--- config.mk ---
export PLATFORM = sky130hd
export DESIGN_NAME = elevator_controller_flat
export DESIGN_NICKNAME = d
export VERILOG_FILES = /design/src/rtl/elevator_if.sv /design/src/rtl/elevator_controller.sv /design/src/flat_wrapper.sv
export SDC_FILE = /design/constraint.sdc
export NUM_CORES = 1
export LEC_CHECK = 0
export ABC_CLOCK_PERIOD_IN_PS = 6900
export CORE_ASPECT_RATIO = 0.8
export CORE_MARGIN = 5
export CORE_UTILIZATION = 55
export DETAILED_ROUTE_END_ITERATION = 12
export GPL_ROUTABILITY_DRIVEN = 0
export HOLD_SLACK_MARGIN = 0.06
export PLACE_DENSITY = 0.74
export SLEW_MARGIN = 20
export SYNTH_ARGS = -nofsm -noshare
export SYNTH_HDL_FRONTEND = slang
export SYNTH_SLANG_ARGS = --single-unit
--- constraint.sdc ---
create_clock -name clk -period 6.9 [get_ports clk]
set_input_delay 1.035 -clock clk [delete_from_list [all_inputs] [get_ports clk]]
set_output_delay 1.035 -clock clk [all_outputs]
set_load 0.02 [all_outputs]
--- src/rtl/elevator_if.sv ---
// Request/status bundle between the button encoder, motor/door logic and the cabin controller.
// The controller takes the slave view; the encoder/motor side takes the master view.
interface elevator_if;
  logic [2:0] n_stage;
  logic       estop;
  logic [1:0] current_floor;
  logic       moving_up;
  logic       moving_down;
  logic       door_open;
  logic [3:0] pending;

  modport master (
    output n_stage,
    output estop,
    input  current_floor,
    input  moving_up,
    input  moving_down,
    input  door_open,
    input  pending
  );

  modport slave (
    input  n_stage,
    input  estop,
    output current_floor,
    output moving_up,
    output moving_down,
    output door_open,
    output pending
  );
endinterface

--- src/rtl/elevator_controller.sv ---
// SCAN-order cabin sequencer for a 4-floor elevator: latches requests, steps one floor per
// TRAVEL_CYCLES and holds the door for DOOR_CYCLES. Optional emergency stop: ELEVATOR_ESTOP_EN.
module elevator_controller #(
  parameter int TRAVEL_CYCLES = 100,
  parameter int DOOR_CYCLES   = 200,
  parameter int TIMER_W       = 32
) (
  input logic       clk,
  input logic       rst,
  elevator_if.slave bus
);

  typedef enum logic [1:0] {
    S_IDLE  = 2'd0,
    S_MOVE  = 2'd1,
    S_DOOR  = 2'd2,
    S_ESTOP = 2'd3
  } state_t;

  localparam logic [TIMER_W-1:0] TRAVEL_LAST = TIMER_W'(TRAVEL_CYCLES - 1);
  localparam logic [TIMER_W-1:0] DOOR_LAST   = TIMER_W'(DOOR_CYCLES - 1);

  state_t             state_q, state_d;
  logic               dir_q, dir_d;
  logic [1:0]         floor_q, floor_d, next_floor;
  logic [3:0]         pending_q, pending_d, req_vec, pend_set;
  logic [TIMER_W-1:0] timer_q, timer_d;
  logic               up_q, down_q, door_q, up_d, down_d, door_d;
  logic               req_vld, absorb, stop_req;
  logic [1:0]         req_flr;

`ifdef ELEVATOR_ESTOP_EN
  state_t saved_q, saved_d;
  assign stop_req = bus.estop;
`else
  logic unused_estop;
  assign unused_estop = bus.estop;
  assign stop_req     = 1'b0;
`endif

  // Floors strictly beyond flr in the given direction (up=1 above, up=0 below).
  function automatic logic [3:0] ahead_mask(input logic [1:0] flr, input logic up);
    if (up) return 4'b1110 << flr;
    return (4'b0001 << flr) - 4'd1;
  endfunction

  assign req_vld    = bus.n_stage[2];
  assign req_flr    = bus.n_stage[1:0];
  assign next_floor = (dir_q && floor_q != 2'd3)  ? floor_q + 2'd1 :
                      (!dir_q && floor_q != 2'd0) ? floor_q - 2'd1 : floor_q;
  // A request for the floor the cabin is standing at just (re)opens the door.
  assign absorb     = req_vld && (req_flr == floor_q) &&
                      (state_q == S_IDLE || state_q == S_DOOR) && !stop_req;

  always_comb begin
    req_vec = 4'b0000;
    if (req_vld && !absorb) req_vec[req_flr] = 1'b1;
    pend_set  = pending_q | req_vec;
    state_d   = state_q;
    dir_d     = dir_q;
    floor_d   = floor_q;
    timer_d   = timer_q;
    pending_d = pend_set;
`ifdef ELEVATOR_ESTOP_EN
    saved_d   = saved_q;
    if (state_q == S_ESTOP) begin
      if (!bus.estop) state_d = saved_q;
    end else if (bus.estop) begin
      state_d = S_ESTOP;
      saved_d = state_q;
    end else
`endif
    begin
      case (state_q)
        S_IDLE: begin
          timer_d = '0;
          if (absorb) begin
            state_d = S_DOOR;
          end else if (pending_q[floor_q]) begin
            pending_d[floor_q] = 1'b0;
            state_d            = S_DOOR;
          end else if (pending_q != 4'b0000) begin
            if ((pending_q & ahead_mask(floor_q, dir_q)) == 4'b0000) dir_d = ~dir_q;
            state_d = S_MOVE;
          end
        end
        S_MOVE: begin
          if (timer_q == TRAVEL_LAST) begin
            timer_d = '0;
            floor_d = next_floor;
            if (pend_set[next_floor]) begin
              pending_d[next_floor] = 1'b0;
              state_d               = S_DOOR;
            end else if ((pend_set & ahead_mask(next_floor, dir_q)) == 4'b0000) begin
              state_d = S_IDLE;
            end
            if (next_floor == 2'd3)      dir_d = 1'b0;
            else if (next_floor == 2'd0) dir_d = 1'b1;
          end else begin
            timer_d = timer_q + TIMER_W'(1);
          end
        end
        S_DOOR: begin
          if (absorb) begin
            timer_d = '0;
          end else if (timer_q == DOOR_LAST) begin
            timer_d = '0;
            state_d = S_IDLE;
          end else begin
            timer_d = timer_q + TIMER_W'(1);
          end
        end
        default: state_d = S_IDLE;
      endcase
    end
  end

  // Outputs are decoded from the next state so they register together with it.
  always_comb begin
    up_d   = (state_d == S_MOVE) && dir_d;
    down_d = (state_d == S_MOVE) && !dir_d;
    door_d = (state_d == S_DOOR);
  end

  always_ff @(posedge clk) begin
    if (rst) begin
      state_q   <= S_IDLE;
      dir_q     <= 1'b1;
      floor_q   <= 2'd0;
      pending_q <= 4'b0000;
      timer_q   <= '0;
      up_q      <= 1'b0;
      down_q    <= 1'b0;
      door_q    <= 1'b0;
`ifdef ELEVATOR_ESTOP_EN
      saved_q   <= S_IDLE;
`endif
    end else begin
      state_q   <= state_d;
      dir_q     <= dir_d;
      floor_q   <= floor_d;
      pending_q <= pending_d;
      timer_q   <= timer_d;
      up_q      <= up_d;
      down_q    <= down_d;
      door_q    <= door_d;
`ifdef ELEVATOR_ESTOP_EN
      saved_q   <= saved_d;
`endif
    end
  end

  assign bus.current_floor = floor_q;
  assign bus.moving_up     = up_q;
  assign bus.moving_down   = down_q;
  assign bus.door_open     = door_q;
  assign bus.pending       = pending_q;

endmodule

--- src/flat_wrapper.sv ---
// flat-port wrapper written by rule: the top's interface ports become plain ports
module elevator_controller_flat 
#(
  parameter int TRAVEL_CYCLES = 100,
  parameter int DOOR_CYCLES   = 200,
  parameter int TIMER_W       = 32
)
  (clk, rst, bus_n_stage, bus_estop, bus_current_floor, bus_moving_up, bus_moving_down, bus_door_open, bus_pending);
  elevator_if bus_i ();
  input logic clk;
  input logic rst;
  input wire logic [$bits(bus_i.n_stage)-1:0] bus_n_stage;
  input wire logic [$bits(bus_i.estop)-1:0] bus_estop;
  output wire logic [$bits(bus_i.current_floor)-1:0] bus_current_floor;
  output wire logic [$bits(bus_i.moving_up)-1:0] bus_moving_up;
  output wire logic [$bits(bus_i.moving_down)-1:0] bus_moving_down;
  output wire logic [$bits(bus_i.door_open)-1:0] bus_door_open;
  output wire logic [$bits(bus_i.pending)-1:0] bus_pending;
  assign bus_i.n_stage = bus_n_stage;
  assign bus_i.estop = bus_estop;
  assign bus_current_floor = bus_i.current_floor;
  assign bus_moving_up = bus_i.moving_up;
  assign bus_moving_down = bus_i.moving_down;
  assign bus_door_open = bus_i.door_open;
  assign bus_pending = bus_i.pending;
  elevator_controller #(.TRAVEL_CYCLES(TRAVEL_CYCLES), .DOOR_CYCLES(DOOR_CYCLES), .TIMER_W(TIMER_W)) u_core (.clk(clk), .rst(rst), .bus(bus_i));
endmodule
==> metrics.cfg, run 1 <==
[status]
status = complete, no violations

[finish]
utilization_pct = 60.92
fillers = 434
final_cell_mix = nor2_1 (47), dfxtp_1 (44), nand2_1 (36)
seqCellArea_um2 = 880.8
diodes = 0
final_common_cell = nor2_1
fin_area_mm2 = 0.002998
area_delta_synth_final_pct = 8.959
fin_nets = 367
multi_input_area_mm2 = 0.001783
layout-drive-gt1-share_pct = 6.250
fin_cells = 414

[power_and_ir_drop]
internal_power_mw = 0.3995
p_leak_nw = 1.019
power.total_mw = 0.5776
comb_power_share_pct = 22.9
switchingPower_mw = 0.1781
clkPwrFrac_pct = 28.7
ir_worst_vdd_uv = 140.1
pwr-share-seq_pct = 48.4
pwr_density_cell_mw_per_mm2 = 192.7
swShare_pct = 30.83

[min_path]
worstHoldStart = u_core.timer_q[1]$_SDFFE_PP0P_
hp-class = flop to flop
holdPathStages = 2
hold_end = u_core.timer_q[1]$_SDFFE_PP0P_

[sta]
drv_slew = 0
fmax_ghz = 0.2745
finalCriticalPeriod_ps = 3643
tightest_slew_ps = 791.1
slew_headroom_pct = 47.18
post-route-period-util_pct = 52.79
hold_viol = 0
rsz0062_at_grt = false
setup_tns_ps = 0
skew_ps = 9.750
hold_ws_ps = 492.3
finalSetupViolations = 0
setup_ws_ps = 3257

[clock_network]
cts_tree = built
clk_pin_slew_worst_paths_ps = 80
cts-root-buf = clkbuf_8
cts_resized = 0
ctsHtreeMaxLevel = 2
clk_latency_ps = 300
clockBufferDepth = 2
ctsHoldBuffers = 0
cts.sinks = 44
post_cts_buffers = 0
cts_buffers = 5

[setup_path]
crit_chain = inv_1 -> ha_1 -> mux2_2 -> a211oi_1 -> nor4_1 -> nor4b_2 -> a21bo_2 -> a21oi_1 -> nor3_1
start_kind = flop
crit_family = flip-flops
cp-end-kind = flop
r2r_setup_slack_ps = 3260
max_stage_delay_ps = 840
rr_worst_depth = 9
crit_required_ps = 7060
reg2reg_from = u_core.bus.current_floor[0]$_SDFFE_PP0P_
critPathKind = flop to flop
critPathBufInv = 1
critPathArrivalTime_ps = 3800
crit_fanout = 22
r2r-end = u_core.bus.pending[2]$_SDFF_PP0_
critPathSlowestCell = dfxtp_1

[synth]
yosysSeqAreaShare_pct = 32.01
avgSynthCellArea_um2 = 7.952
ys_ff_latch = 44
syn_nets = 362
synth_enable_flop_cells = 0
synth-async-reset-ratio_pct = 0
netlist_instances = 346
syn_area_mm2 = 0.002751
synth_flop_cell = dfxtp_1
synth_cell_types = 59
ys.warnings.count = 0

[floorplan]
chipWidth_um = 89.08
ios = 15
start_util_pct = 55.91
die_h_um = 73.26
floorplan.die_area_mm2 = 0.006526
core_area_mm2 = 0.004921
core.rowCount = 23

[route]
drt-total-wl_um = 6249
vias = 2445
drt_first_pass_iters = 5
routed_via_density = 5.906
route.detailed.drc = 0
ant_nets = 0
post_drt_wl_per_cell_um = 15.09
drt_iter0_drc = 288

[grt]
grt_max_degree = 31
gr-usage-met1_pct = 33.70
grt.met3_usage_pct = 5.045
grt_pass1_vias = 2093
grt_use_total_pct = 20.43
antenna_found_initial = 0
grtUsageMet2_pct = 26.03
grt.overflow.total = 0
grt_pass1_wl_um = 10540
busiest_layer = met1

[run]
max_cap_viol_count = 0

[placement]
port_buffers = 13
postPlaceCellArea_mm2 = 0.002905
hpwl_um = 4531
dp.cells = 406
dp_slack_ps = 3361

metal layers:
metal / share of wire, % / wire [um]
met1: 54 / 3359
met2: 39 / 2458
met3: 6.4 / 399
met4: 0.51 / 32
met5: 0 / 0
cell type report:
class | instances | share of cell area [%]
multi-input combinational | 278 | 59.47
clock buffer | 6 | 2.755
sequential | 44 | 29.38
clock inverter | 2 | 0.3339
timing repair buffer | 13 | 4.341
tap | 62 | 2.588
inverter | 9 | 1.127
kinds of logic after synthesis:
group | Yosys count | share of synthesized area [%]
xor+xnor | 34 | 10.82
flops | 44 | 32.01
simple gates | 180 | 34.65
fa+ha+maj | 10 | 4.548
buf+inv | 24 | 3.592
mux | 3 | 1.592
compound gates | 51 | 12.78
worst reg2reg max path: stages (launching register included):
cell and delay [ps]:
dfxtp_1 840, inv_1 330, ha_1 400, mux2_2 350
a211oi_1 370, nor4_1 130, nor4b_2 570, a21bo_2 290
a21oi_1 150, nor3_1 80
flip-flops by register name (all words and copies together), names as in the netlist:
signal                    flops
u_core.bus.current_floor      2
u_core.bus.door_open          1
u_core.bus.moving_down        1
u_core.bus.moving_up          1
u_core.bus.pending            4
u_core.dir_q                  1
u_core.state_q                2
u_core.timer_q               32
how the worst max path moves through the flow:
stage	start	to	slack (ps)	depth (start not counted)
global route	u_core.bus.current_floor[0]$_SDFFE_PP0P_	u_core.bus.pending[2]$_SDFF_PP0_	3060	9
detailed placement	u_core.bus.current_floor[0]$_SDFFE_PP0P_	u_core.bus.pending[2]$_SDFF_PP0_	3360	9
finish	u_core.bus.current_floor[0]$_SDFFE_PP0P_	u_core.bus.pending[2]$_SDFF_PP0_	3260	9
floorplan	u_core.bus.current_floor[0]$_SDFFE_PP0P_	u_core.bus.pending[2]$_SDFF_PP0_	4050	11
CTS	u_core.bus.current_floor[0]$_SDFFE_PP0P_	u_core.bus.pending[2]$_SDFF_PP0_	3330	9
global placement	bus_n_stage[0]	u_core.timer_q[0]$_SDFFE_PP0P_	3260	7
cell usage after synthesis (2+ instances only):
| cell type | n | area (um2) |
|---|---|---|
| a211oi_1 | 3 | 22.52 |
| a21oi_1 | 18 | 90.09 |
| a311oi_1 | 2 | 17.52 |
| a31oi_1 | 3 | 18.77 |
| a41o_1 | 2 | 20.02 |
| a41oi_1 | 3 | 26.28 |
| and3_1 | 8 | 50.05 |
| and4_1 | 9 | 78.83 |
| clkbuf_1 | 12 | 45.04 |
| dfxtp_1 | 44 | 880.8 |
| ha_1 | 10 | 125.1 |
| inv_1 | 9 | 33.78 |
| nand2_1 | 36 | 135.1 |
| nand2b_1 | 4 | 25.02 |
| nand3_1 | 18 | 90.09 |
| nand3b_1 | 3 | 22.52 |
| nand4_1 | 4 | 25.02 |
| nor2_1 | 47 | 176.4 |
| nor2b_1 | 10 | 62.56 |
| nor3_1 | 12 | 60.06 |
| nor3b_1 | 2 | 15.01 |
| nor4_1 | 7 | 43.79 |
| nor4b_1 | 2 | 17.52 |
| o211ai_1 | 3 | 22.52 |
| o21ai_0 | 4 | 20.02 |
| or2_1 | 2 | 12.51 |
| or2_2 | 4 | 25.02 |
| or4_1 | 2 | 15.01 |
| xnor2_1 | 13 | 113.9 |
| xor2_1 | 21 | 183.9 |
power by group through the flow:
stage          Clock [mW]  Sequential [mW]  Combinational [mW]
6_report            0.166            0.279               0.132
5_1_grt             0.181            0.281               0.147
4_1_cts             0.170            0.279               0.131
3_5_place_dp            0            0.285               0.130
3_3_place_gp            0            0.285               0.127
2_1_floorplan           0            0.281               0.101
Power figures use the tool's default switching activity.
==> run 2: changes to the inputs <==
--- a/config.mk
+++ b/config.mk
@@ -5,14 +5,14 @@
 export SDC_FILE = /design/constraint.sdc
 export NUM_CORES = 1
 export LEC_CHECK = 0
-export ABC_CLOCK_PERIOD_IN_PS = 6900
+export ABC_CLOCK_PERIOD_IN_PS = 2900
 export CORE_ASPECT_RATIO = 0.8
 export CORE_MARGIN = 5
-export CORE_UTILIZATION = 55
+export CORE_UTILIZATION = 54
 export DETAILED_ROUTE_END_ITERATION = 12
 export GPL_ROUTABILITY_DRIVEN = 0
 export HOLD_SLACK_MARGIN = 0.06
-export PLACE_DENSITY = 0.74
+export PLACE_DENSITY = 0.76
 export SLEW_MARGIN = 20
 export SYNTH_ARGS = -nofsm -noshare
 export SYNTH_HDL_FRONTEND = slang
==> constraint.sdc (replaced) <==
create_clock -name clk -period 2.9 [get_ports clk]
set_input_delay 0.435 -clock clk [delete_from_list [all_inputs] [get_ports clk]]
set_output_delay 0.435 -clock clk [all_outputs]
set_load 0.02 [all_outputs]
==> run 2 against run 1 <==
  * Via count is 4.4% higher
  * Critical path depth unchanged
  * Non-clock buffer count grew 18
  * Combinational power rose to 2.7 times the previous value
  * Worst setup slack lost 3100 ps
  * Final cell count is 4.3% higher
  * Maximum frequency grew 34%
  * Final area grew 5.3%
  * Wire length grew 6.3%
  * Sequential share of layout area down 1.4 points
  * Utilization rose by 2.5 points
  * Critical path type unchanged
  * Largest cell class unchanged
==> metrics.cfg, run 2 (synthesized netlist as in run 1, its figures left out) <==
[power_and_ir_drop]
switchingPower_mw = 0.4373  ; was 0.1781 mW
pwr-share-seq_pct = 46.8  ; was 48.4%
internal_power_mw = 0.9509  ; was 0.3995 mW
clkPwrFrac_pct = 27.1  ; was 28.7%
ir_worst_vdd_uv = 341.7  ; was 140.1 uV
p_leak_nw = 1.113  ; was 1.019 nW
swShare_pct = 31.50  ; was 30.83%
comb_power_share_pct = 26.1  ; was 22.9%
pwr_density_cell_mw_per_mm2 = 439.9  ; was 192.7 mW/mm2

[sta]
finalCriticalPeriod_ps = 2722  ; was 3643 ps
tightest_slew_ps = 522.1  ; was 791.1 ps
skew_ps = 6.792  ; was 9.750 ps
hold_ws_ps = 503.2  ; was 492.3 ps
hold_viol = 0  ; unchanged
finalSetupViolations = 0  ; unchanged
slew_headroom_pct = 64.87  ; was 47.18%
rsz0062_at_grt = false  ; unchanged
setup_tns_ps = 0  ; unchanged
drv_slew = 0  ; unchanged
post-route-period-util_pct = 93.86  ; was 52.79%
fmax_ghz = 0.3674  ; was 0.2745 GHz

[setup_path]
crit_required_ps = 3100  ; was 7060 ps
max_stage_delay_ps = 390  ; was 840 ps
start_kind = flop  ; unchanged
crit_chain = inv_1 -> ha_1 -> or2_1 -> a311o_1 -> nor2b_4 -> or3_1 -> a41o_1 -> and2_4 -> a2111oi_4  ; was inv_1 -> ha_1 -> mux2_2 -> a211oi_1 -> nor4_1 -> nor4b_2 -> a21bo_2 -> a21oi_1 -> nor3_1
r2r-end = u_core.bus.door_open$_SDFF_PP0_  ; was u_core.bus.pending[2]$_SDFF_PP0_
critPathArrivalTime_ps = 2920  ; was 3800 ps
cp-end-kind = flop  ; unchanged
startpoint = u_core.state_q[0]$_SDFF_PP0_  ; was u_core.bus.current_floor[0]$_SDFFE_PP0P_
path_depth = 9  ; unchanged
reg2reg_from = u_core.state_q[0]$_SDFF_PP0_  ; was u_core.bus.current_floor[0]$_SDFFE_PP0P_
critPathKind = flop to flop  ; unchanged
r2r_setup_slack_ps = 180  ; was 3260 ps
crit_family = simple AND/OR/NAND/NOR gates  ; was flip-flops
crit_fanout = 6  ; was 22
critPathSlowestCell = dfxtp_2  ; was dfxtp_1
rr_worst_depth = 9  ; unchanged
critPathBufInv = 1  ; unchanged

[clock_network]
clk_latency_ps = 300  ; about the same
cts-root-buf = clkbuf_8  ; unchanged
cts_tree = built  ; unchanged
clk_pin_slew_worst_paths_ps = 80  ; about the same
clockBufferDepth = 2  ; unchanged
post_cts_buffers = 0  ; unchanged
cts_buffers = 5  ; unchanged
cts_resized = 0  ; unchanged
cts.sinks = 44  ; unchanged
ctsHoldBuffers = 0  ; unchanged
ctsHtreeMaxLevel = 2  ; unchanged

[placement]
port_buffers = 13  ; unchanged
hpwl_um = 4890  ; was 4531 um
dp.cells = 424  ; was 406

[floorplan]
floorplan.die_area_mm2 = 0.006632  ; was 0.006526 mm2
die_h_um = 73.85  ; was 73.26 um
chipWidth_um = 89.81  ; was 89.08 um
ios = 15  ; unchanged
core_area_mm2 = 0.004979  ; was 0.004921 mm2
core.rowCount = 23  ; unchanged
start_util_pct = 55.27  ; was 55.91%

[finish]
fin_nets = 385  ; was 367
layout-drive-gt1-share_pct = 11.62  ; was 6.250%
largest_register = u_core.timer_q  ; unchanged
area_delta_synth_final_pct = 14.69  ; was 8.959%
multi_input_area_mm2 = 0.001795  ; was 0.001783 mm2
final_cell_mix = nor2_1 (47), dfxtp_1 (42), nand2_1 (36)  ; was nor2_1 (47), dfxtp_1 (44), nand2_1 (36)
fin_cells = 432  ; was 414
diodes = 0  ; unchanged
seqCellArea_um2 = 883.3  ; was 880.8 um2
fillers = 442  ; was 434
largest_reg_flops = 32  ; unchanged
final_common_cell = nor2_1  ; unchanged

[route]
drt-total-wl_um = 6641  ; was 6249 um
route.detailed.drc = 0  ; unchanged
ant_nets = 0  ; unchanged
top_layer_used = met4  ; unchanged
met1_length_um = 3402  ; was 3359 um
vias = 2553  ; was 2445
routed_via_density = 5.910  ; was 5.906
post_drt_wl_per_cell_um = 15.37  ; was 15.09 um
drt_iter0_drc = 265  ; was 288
met2WireLength_um = 2660  ; was 2458 um
drt_first_pass_iters = 6  ; was 5
met3_length_um = 511  ; was 399 um

[grt]
grt_max_degree = 31  ; unchanged
grt.overflow.total = 0  ; unchanged
grt_pass1_vias = 2325  ; was 2093
antenna_found_initial = 0  ; unchanged
grt_pass1_wl_um = 11300  ; was 10540 um
grt_use_total_pct = 20.89  ; was 20.43%

[min_path]
holdPathStages = 2  ; unchanged
hp-class = flop to flop  ; unchanged
worstHoldStart = u_core.timer_q[1]$_SDFFE_PP0P_  ; unchanged
hold_end = u_core.timer_q[1]$_SDFFE_PP0P_  ; unchanged

[status]
status = complete, no violations  ; unchanged

[run]
max_cap_viol_count = 0  ; unchanged

run 2: per-layer routing:
layer / up-vias / GRT usage, %
li1: 1264 / -
met5: - / 0
met1: 1174 / 31.19
met2: 106 / 28.65
met3: 9 / 5.937
met4: 0 / 6.376
run 2: worst max-delay path by stage:
stage,end
3_3_place_gp,u_core.bus.door_open$_SDFF_PP0_
2_1_floorplan,u_core.bus.pending[2]$_SDFF_PP0_
3_5_place_dp,u_core.bus.door_open$_SDFF_PP0_
5_1_grt,u_core.bus.door_open$_SDFF_PP0_
6_report,u_core.bus.door_open$_SDFF_PP0_
4_1_cts,u_core.bus.door_open$_SDFF_PP0_
run 2: power by group through the flow:
stage	combinational [mW]	sequential, mW	clock (mW)
3_5_place_dp	0.346	0.661	0
4_1_cts	0.349	0.648	0.387
6_report	0.362	0.650	0.376
3_3_place_gp	0.345	0.661	0
5_1_grt	0.400	0.653	0.417
2_1_floorplan	0.241	0.670	0
run 2: cell type report:
class | instances | share of cell area [%]
Clock inverter | 3 | 0.5948
Inverter | 9 | 1.071
Sequential cell | 44 | 27.99
Clock buffer | 5 | 2.181
Timing Repair Buffer | 31 | 8.803
Multi-Input combinational cell | 278 | 56.90
Tap cell | 62 | 2.458
run 2: worst reg2reg max path, stage by stage (launching register included):
cell	delay (ps)
dfxtp_2	390
inv_1	90
ha_1	210
or2_1	310
a311o_1	380
nor2b_4	130
or3_1	380
a41o_1	260
and2_4	170
a2111oi_4	300
run 2: through the flow:
| stage | setup WS (ps) | power, mW | cell area (um2) | utilization [%] |
|---|---|---|---|---|
| 3_3_place_gp | 159.1 | 1.007 | 3045 | 61.17 |
| 6_report | 178.0 | 1.388 | 3156 | 63.38 |
| 4_1_cts | 107.0 | 1.384 | 3133 | 62.93 |
| 5_1_grt | 28.28 | 1.471 | 3156 | 63.38 |
| 2_1_floorplan | 50.23 | 0.9111 | 2751 | - |
| 3_5_place_dp | 120.3 | 1.008 | 3045 | 61.17 |
